File: config.mk
export PLATFORM = sky130hd
export DESIGN_NAME = rect_plotter
export DESIGN_NICKNAME = d
export VERILOG_FILES = /design/src/rtl/rect_plotter.sv
export SDC_FILE = /design/constraint.sdc
export NUM_CORES = 1
export LEC_CHECK = 0
export BUFFER_PORTS_ARGS = -buffer_cell sky130_fd_sc_hd__buf_4
export CORE_MARGIN = 3
export CORE_UTILIZATION = 53
export CTS_CLUSTER_SIZE = 20
export DETAILED_ROUTE_END_ITERATION = 10
export HOLD_SLACK_MARGIN = 0.05
export PLACE_DENSITY = 0.77
export SKIP_LAST_GASP = 1
export SLEW_MARGIN = 20
export SYNTH_ARGS = -nofsm -noshare
export SYNTH_HDL_FRONTEND = slang
export SYNTH_SLANG_ARGS = --single-unit
File: constraint.sdc
create_clock -name iClock -period 4 [get_ports iClock]
set_input_delay 0.8 -clock iClock [delete_from_list [all_inputs] [get_ports iClock]]
set_output_delay 0.8 -clock iClock [all_outputs]
set_load 0.005 [all_outputs]
File: src/rtl/rect_plotter.sv
// rect_plotter: raster-scans a box, its outline or the whole screen, one registered pixel strobe per cycle.
module rect_plotter #(
    parameter int X_SCREEN_PIXELS = 160,
    parameter int Y_SCREEN_PIXELS = 120,
    parameter int X_W = 8,
    parameter int Y_W = 7,
    parameter int COLOUR_W = 3
) (
    input  logic                iClock,
    input  logic                iResetn,
    input  logic                iStart,
    input  logic [1:0]          iMode,
    input  logic [X_W-1:0]      iX,
    input  logic [Y_W-1:0]      iY,
    input  logic [X_W-1:0]      iW,
    input  logic [Y_W-1:0]      iH,
    input  logic [COLOUR_W-1:0] iColour,
    output logic [X_W-1:0]      oX,
    output logic [Y_W-1:0]      oY,
    output logic [COLOUR_W-1:0] oColour,
    output logic                oPlot,
    output logic                oBusy,
    output logic                oDone
);
    typedef enum logic [1:0] {IDLE, DRAW, DONE} state_t;
    localparam logic [X_W:0] X_LIM = (X_W+1)'(X_SCREEN_PIXELS);
    localparam logic [Y_W:0] Y_LIM = (Y_W+1)'(Y_SCREEN_PIXELS);
    state_t state_q, state_d;
    logic [X_W-1:0] bx_q, bx_d, w_q, w_d, xo_q, xo_d, ox_q, ox_d;
    logic [Y_W-1:0] by_q, by_d, h_q, h_d, yo_q, yo_d, oy_q, oy_d;
    logic [COLOUR_W-1:0] col_q, col_d, oc_q, oc_d;
    logic outline_q, outline_d, plot_q, plot_d;
    logic full, in_draw, on_edge;
    logic [X_W:0] sx;
    logic [Y_W:0] sy;
    // Output registers are loaded from next-state values so the first pixel appears the cycle after accept.
    always_comb begin
        state_d = state_q;
        bx_d = bx_q;
        by_d = by_q;
        w_d = w_q;
        h_d = h_q;
        col_d = col_q;
        outline_d = outline_q;
        xo_d = xo_q;
        yo_d = yo_q;
        full = iMode[1] ^ iMode[0];
        case (state_q)
            IDLE: if (iStart) begin
                bx_d = full ? '0 : iX;
                by_d = full ? '0 : iY;
                w_d = full ? X_W'(X_SCREEN_PIXELS) : iW;
                h_d = full ? Y_W'(Y_SCREEN_PIXELS) : iH;
                col_d = (iMode == 2'b01) ? '0 : iColour;
                outline_d = iMode == 2'b11;
                xo_d = '0;
                yo_d = '0;
                state_d = (w_d == '0 || h_d == '0) ? DONE : DRAW;
            end
            DRAW: begin
                state_d = (xo_q == w_q - X_W'(1) && yo_q == h_q - Y_W'(1)) ? DONE : DRAW;
                xo_d = (xo_q == w_q - X_W'(1)) ? '0 : xo_q + X_W'(1);
                yo_d = (xo_q == w_q - X_W'(1)) ? yo_q + Y_W'(1) : yo_q;
            end
            default: state_d = IDLE;
        endcase
        in_draw = state_d == DRAW;
        sx = {1'b0, bx_d} + {1'b0, xo_d};
        sy = {1'b0, by_d} + {1'b0, yo_d};
        on_edge = xo_d == '0 || xo_d == w_d - X_W'(1) || yo_d == '0 || yo_d == h_d - Y_W'(1);
        ox_d = in_draw ? sx[X_W-1:0] : '0;
        oy_d = in_draw ? sy[Y_W-1:0] : '0;
        oc_d = in_draw ? col_d : '0;
        plot_d = in_draw && sx < X_LIM && sy < Y_LIM && (!outline_d || on_edge);
    end
    always_ff @(posedge iClock) begin
        if (!iResetn) begin
            state_q <= IDLE;
            bx_q <= '0;
            by_q <= '0;
            w_q <= '0;
            h_q <= '0;
            col_q <= '0;
            outline_q <= 1'b0;
            xo_q <= '0;
            yo_q <= '0;
            ox_q <= '0;
            oy_q <= '0;
            oc_q <= '0;
            plot_q <= 1'b0;
        end else begin
            state_q <= state_d;
            bx_q <= bx_d;
            by_q <= by_d;
            w_q <= w_d;
            h_q <= h_d;
            col_q <= col_d;
            outline_q <= outline_d;
            xo_q <= xo_d;
            yo_q <= yo_d;
            ox_q <= ox_d;
            oy_q <= oy_d;
            oc_q <= oc_d;
            plot_q <= plot_d;
        end
    end
    assign oX = ox_q;
    assign oY = oy_q;
    assign oColour = oc_q;
    assign oPlot = plot_q;
    assign oBusy = state_q != IDLE;
    assign oDone = state_q == DONE;
endmodule

Word-level counts from Yosys, hierarchy flattened:

Cells that the tools add are included.

* order comparisons: 2
* reductions and logical operators: 17
* $add $sub $neg: 8
* bitwise operators: 1
* equal/unequal tests: 9
* multiplexer cells: 27

Operator list (number)
* $mux W8: 8
* $mux W7: 8
* $eq A8 B8 Y1: 2
* $logic_not A8 Y1: 2
* $pmux W8 S2: 1
* $sub A8 B1 Y8 const B: 2
* $eq A7 B7 Y1: 2
* $logic_not A7 Y1: 2
* $pmux W7 S2: 1
* $sub A7 B1 Y7 const B: 2
* $add A8 B8 Y9: 1
* $lt A9 B8 Y1 const B: 1
* $mux W3: 3
* $add A7 B7 Y8: 1
* $add A8 B1 Y8 const B: 1
* $lt A8 B7 Y1 const B: 1
* $add A7 B1 Y7 const B: 1
* $eq A2 B1 Y1 const B: 3
* $mux W2: 3
* $logic_or A1 B1 Y1: 5
* $eq A2 B2 Y1 const B: 2
* $logic_and A1 B1 Y1: 4
* $pmux W2 S2: 1
* $logic_not A2 Y1: 1
* other kinds (5): 6

* register bits: 70
* output and inout bits: 21
* logic and storage cells: 77

Logic depth before layout (Yosys ltp):

* depth after elaboration: 11
* mapped depth: 21
* mapped depth without buffers: 20

Worst setup path after synthesis:

Ideal clock, no wire load.

* kind: register to register
* start point: register w_q[0]
* end point: register plot_q (netlist: oPlot)
* period minus slack after synthesis: 4.187 ns
* arrival time: 4.114 ns
* stages on the path, launching flop included: 21
* required time: 3.927 ns
* setup slack: -0.187 ns
* buffers on the path: 1
* setup time: 0.073 ns
* path through: dfxtp_1 > inv_1 > ha_1 > or3_1 > a211o_1 > and3_1 > clkbuf_1 > o21ai_1 > o21ai_0 > ha_1 > fa_1 > a21o_1 > a21oi_1 > o21bai_1 > a21oi_1 > nor2b_1 > o21ai_0 > nand3_1 > nor3_1 > nand4_1 > o22ai_2

* longest elaborated chain between the ends: 10
* elaborated cells between the ends (all ways): 28
* those cells by class: add/sub: 4; order compare: 2; eq/ne: 4; mux: 8; reduce/logical: 10

Ends and longest elaborated chain
* start, declared: line 29 `logic [X_W-1:0] bx_q, bx_d, w_q, w_d, xo_q, xo_d, ox_q, ox_d;`
* start signal, assigned: line 95 `w_q <= w_d;`
* $sub A8 B1 Y8 (*): line 62 `xo_d = (xo_q == w_q - X_W'(1)) ? '0 : xo_q + X_W'(1);`
* $eq A8 B8 Y1 (*): line 62
* $mux W8 (*): line 62
* $pmux W8 S2 (*): line 48 `case (state_q)`
* via xo_d[0]: line 29
* parallel branches: the longest is 5 deep, another holds $add A8 B8 Y9
* $logic_and A1 B1 Y1 (*): line 74 `plot_d = in_draw && sx < X_LIM && sy < Y_LIM && (!outline_d || on_edge);`
* end signal, assigned: line 104 `plot_q <= plot_d;`
* end, declared: line 32 `logic outline_q, outline_d, plot_q, plot_d;`

Mark *: on every way through the listed nets, which the timed path passes.
A chain may end at the register's enable or synchronous reset.

Final worst setup path:

* start point: register w_q[0]
* end point: register plot_q (netlist: oPlot)

* elaborated cells between the ends (all ways): 28
* those cells by class: add/sub: 4; order compare: 2; eq/ne: 4; mux: 8; reduce/logical: 10

RTL lines
* $sub A8 B1 Y8 (*): line 63 `yo_d = (xo_q == w_q - X_W'(1)) ? yo_q + Y_W'(1) : yo_q;`
* $eq A8 B8 Y1 (*): line 63
* $mux W7 (*): line 63
* $pmux W7 S2 (*): line 48
* via yo_d[2]: line 30 `logic [Y_W-1:0] by_q, by_d, h_q, h_d, yo_q, yo_d, oy_q, oy_d;`
* parallel branches: the longest is 4 deep, another holds $add A7 B7 Y8
* $logic_and A1 B1 Y1 (*): line 74

Marks and branches as above.

==> flow_summary.toml <==
[layout]
finish.instance_area_um2 = 5670
drive_gt1_share_pct = 24.0
syn_to_final_growth_pct = 25.3
nets = 705
antennaDiodeCount = 0
final_util_pct = 68.7
final_cells = 751

[die]
ios = 59
fp.dieW_um = 98.4
initial_core_util_pct = 54.8
rows = 33
die_area_um2 = 9680
die_y_um = 98.4
core_um2 = 8260

[sta]
fin_ws_ns = 0.0463
worstMarginPinSlew_ns = 0.522
skew_ns = 0.0123
fin_hold_ws_ns = 0.473
maxSlewHeadroom_pct = 64.3
tns_ns = 0
rsz0062_at_grt = "yes"
fmax_mhz = 253
period_minus_slack_ns = 3.95
period_share_pct = 98.8
finalSetupViolCount = 0
finalHoldViolations = 0
maxSlewViolCount = 0

[placement]
post-place-ws_ns = -0.0946
dpl_cell_area_um2 = 5290
place_hpwl_um = 9230
gp_congestion = 0.980
dpl.cell_count = 731
portBuffers = 58

[flow_run]
maxCapViolCount = 0

[yosys]
avgSynthCellArea_um2 = 8.14
synth_edf_count = 0
synth_flop_cell = "dfxtp_1"
yosysUniqueCellTypes = 64
async_reset_ff_share_pct = 0
syn-cell-area_um2 = 4520
yosysWarnings = 0
synthCells = 556
yosys.area.top_type = "dfxtp_1"
ys_ff_latch = 70
synthTopCellsByArea = "dfxtp_1 31%, xnor2_1 6.6%, ha_1 6.4%, and2_1 5.4%, nand2_1 4.8%"
ys_seq_area_share_pct = 31.0
synth_commonest_cells = "70 x dfxtp_1, 58 x nand2_1, 39 x and2_1"
yosysMostFrequentCell = "dfxtp_1"
syn_nets = 619
synth_top_area_share_pct = 31.0

[power_and_ir_drop]
p_leak_nw = 2.52
p_total_mw = 1.80
ir_worst_vdd_uv = 196
pwr_density_cell_nw_per_um2 = 317

[worst_hold_path]
hold_path.class = "flip-flop to flip-flop"

[detailed_routing]
drt_pass1_iterations = 6
vias = 4322
wire_per_inst_um = 16.6
post-route-drc-count = 0
final_antenna_net_count = 0
initialDrtViolationCount = 391
routed_via_density = 5.75
wl_um = 12500

[global_route]
grt_max_degree = 52
antenna_found_initial = 0
grt_pass1_wl_um = 20800
grt-ovfl-total = 0
grt_pass1_vias = 4287
grt.total_usage_pct = 26.2

[setup_path]
arrival_ns = 4.18
worstPathRequired_ns = 4.23
crit_path_end_kind = "flip-flop"
cp-start-kind = "flip-flop"
criticalPathCategory = "flip-flop to flip-flop"
crit_path_max_fanout = 6

[cts]
ctsHtreeMaxLevel = 3
cts_tree = "yes"
clk-insertion-delay-late_ns = 0.35
cts_root_buffer = "clkbuf_8"
cts.sink_count = 70
clk_pin_slew_ns = 0.08
clockBufferDepth = 2
cts_buffers = 9
holdBufCountCts = 0

[outcome]
status = "finished, final reports clean"
==> kinds of logic (layout without fill, tap and decap cells) <==
family / Yosys count / after routing / share of synthesized area (%)
buffers and inverters: 48 / 138 / 4.29
flip-flops: 70 / 70 / 31.0
XOR/XNOR: 47 / 47 / 9.40
adder cells (fa/ha/maj): 25 / 25 / 7.25
multiplexers: 10 / 10 / 2.27
AO/OA/AOI/OAI: 95 / 95 / 14.1
AND/OR/NAND/NOR: 261 / 261 / 31.7
==> critical path, cell delays in order (launching register included) <==
cell and delay (ns):
dfxtp_2 0.34, inv_1 0.04, ha_1 0.30, xor2_1 0.16
nand2_1 0.09, or4_1 0.54, buf_6 0.16, o31a_1 0.27
o21a_1 0.22, ha_4 0.23, nor2b_2 0.16, o21ai_0 0.19
nand2b_1 0.11, a21o_1 0.19, a21o_1 0.20, xnor2_2 0.15
nor4_2 0.21, nor3_2 0.08, nand4_1 0.11, o22ai_2 0.08
==> path summary, 6_finish.rpt <==
kind | from | slack, ns | cells past startpoint | endpoint
worst max register to register | w_q[0] | 0.05 | 19 | oPlot
worst max-delay path | w_q[0] | 0.05 | 19 | oPlot
worst min register to register | col_q[2] | 0.47 | 2 | col_q[2]
worst min-delay path | col_q[2] | 0.47 | 2 | col_q[2]
==> power by group <==
group | internal [mW] | switching, mW | total [mW]
clock | 0.348 | 0.288 | 0.636
combinational | 0.192 | 0.226 | 0.418
sequential | 0.725 | 0.0190 | 0.744
total | 1.27 | 0.533 | 1.80
==> sequential cells by signal, summed over array words and instances, names as in the netlist <==
| signal | count |
|---|---|
| yo_q | 7 |
| col_q | 3 |
| by_q | 7 |
| outline_q | 1 |
| xo_q | 8 |
| oPlot | 1 |
| h_q | 7 |
| bx_q | 8 |
| oColour | 3 |
| state_q | 2 |
| oY | 7 |
| oX | 8 |
| w_q | 8 |
==> cell type report <==
cell class	instances	area, um^2
Multi-Input combinational cell	438	3060
Fill cell	704	2590
Sequential cell	70	1400
Timing Repair Buffer	103	790
Tap cell	105	131
Clock buffer	9	124
Clock inverter	6	87.6
Inverter	20	75.1
==> repair_timing <==
| action | 4_1_cts | 5_1_grt |
|---|---|---|
| gates resized for setup | 17 | 11 |
| setup buffers | 3 | 2 |
| pin swaps | 9 | 7 |
| endpoints found under the setup margin | 1 | 2 |
| endpoints found under the hold margin | 0 | 0 |
==> metal layers <==
layer	vias up	share of wire, %	track usage (%)	routed length, um
li1	2118	-	-	-
met1	2019	45	36.1	5660
met2	160	45	42.1	5670
met3	25	7.2	4.93	893
met4	0	2.1	6.83	258
met5	-	0	0	0
==> layout by cell type, fill, tap and decap left out, types with 4 or more instances in the layout <==
master / synthesis / layout
xor2_1: 12 / 12
a31oi_1: 5 / 5
nand2_1: 58 / 58
o21ai_0: 20 / 17
nor2_1: 24 / 24
a21o_1: 6 / 6
or4_1: 5 / 5
ha_1: 23 / 20
a21oi_1: 22 / 17
inv_1: 19 / 19
dfxtp_1: 70 / 68
nand3_1: 27 / 27
nor3_1: 13 / 12
clkbuf_8: 0 / 9
xnor2_1: 34 / 32
nand2b_1: 7 / 7
and2_1: 39 / 39
o211ai_1: 4 / 4
nor4_1: 11 / 9
o31a_1: 5 / 5
o21a_1: 4 / 4
nand3b_1: 10 / 10
buf_4: 1 / 101
and3_1: 11 / 10
a21oi_2: 0 / 5
nor2b_1: 33 / 31
mux2i_1: 8 / 8
nand4_1: 5 / 5
No activity file was read; power rests on OpenSTA's default activity.
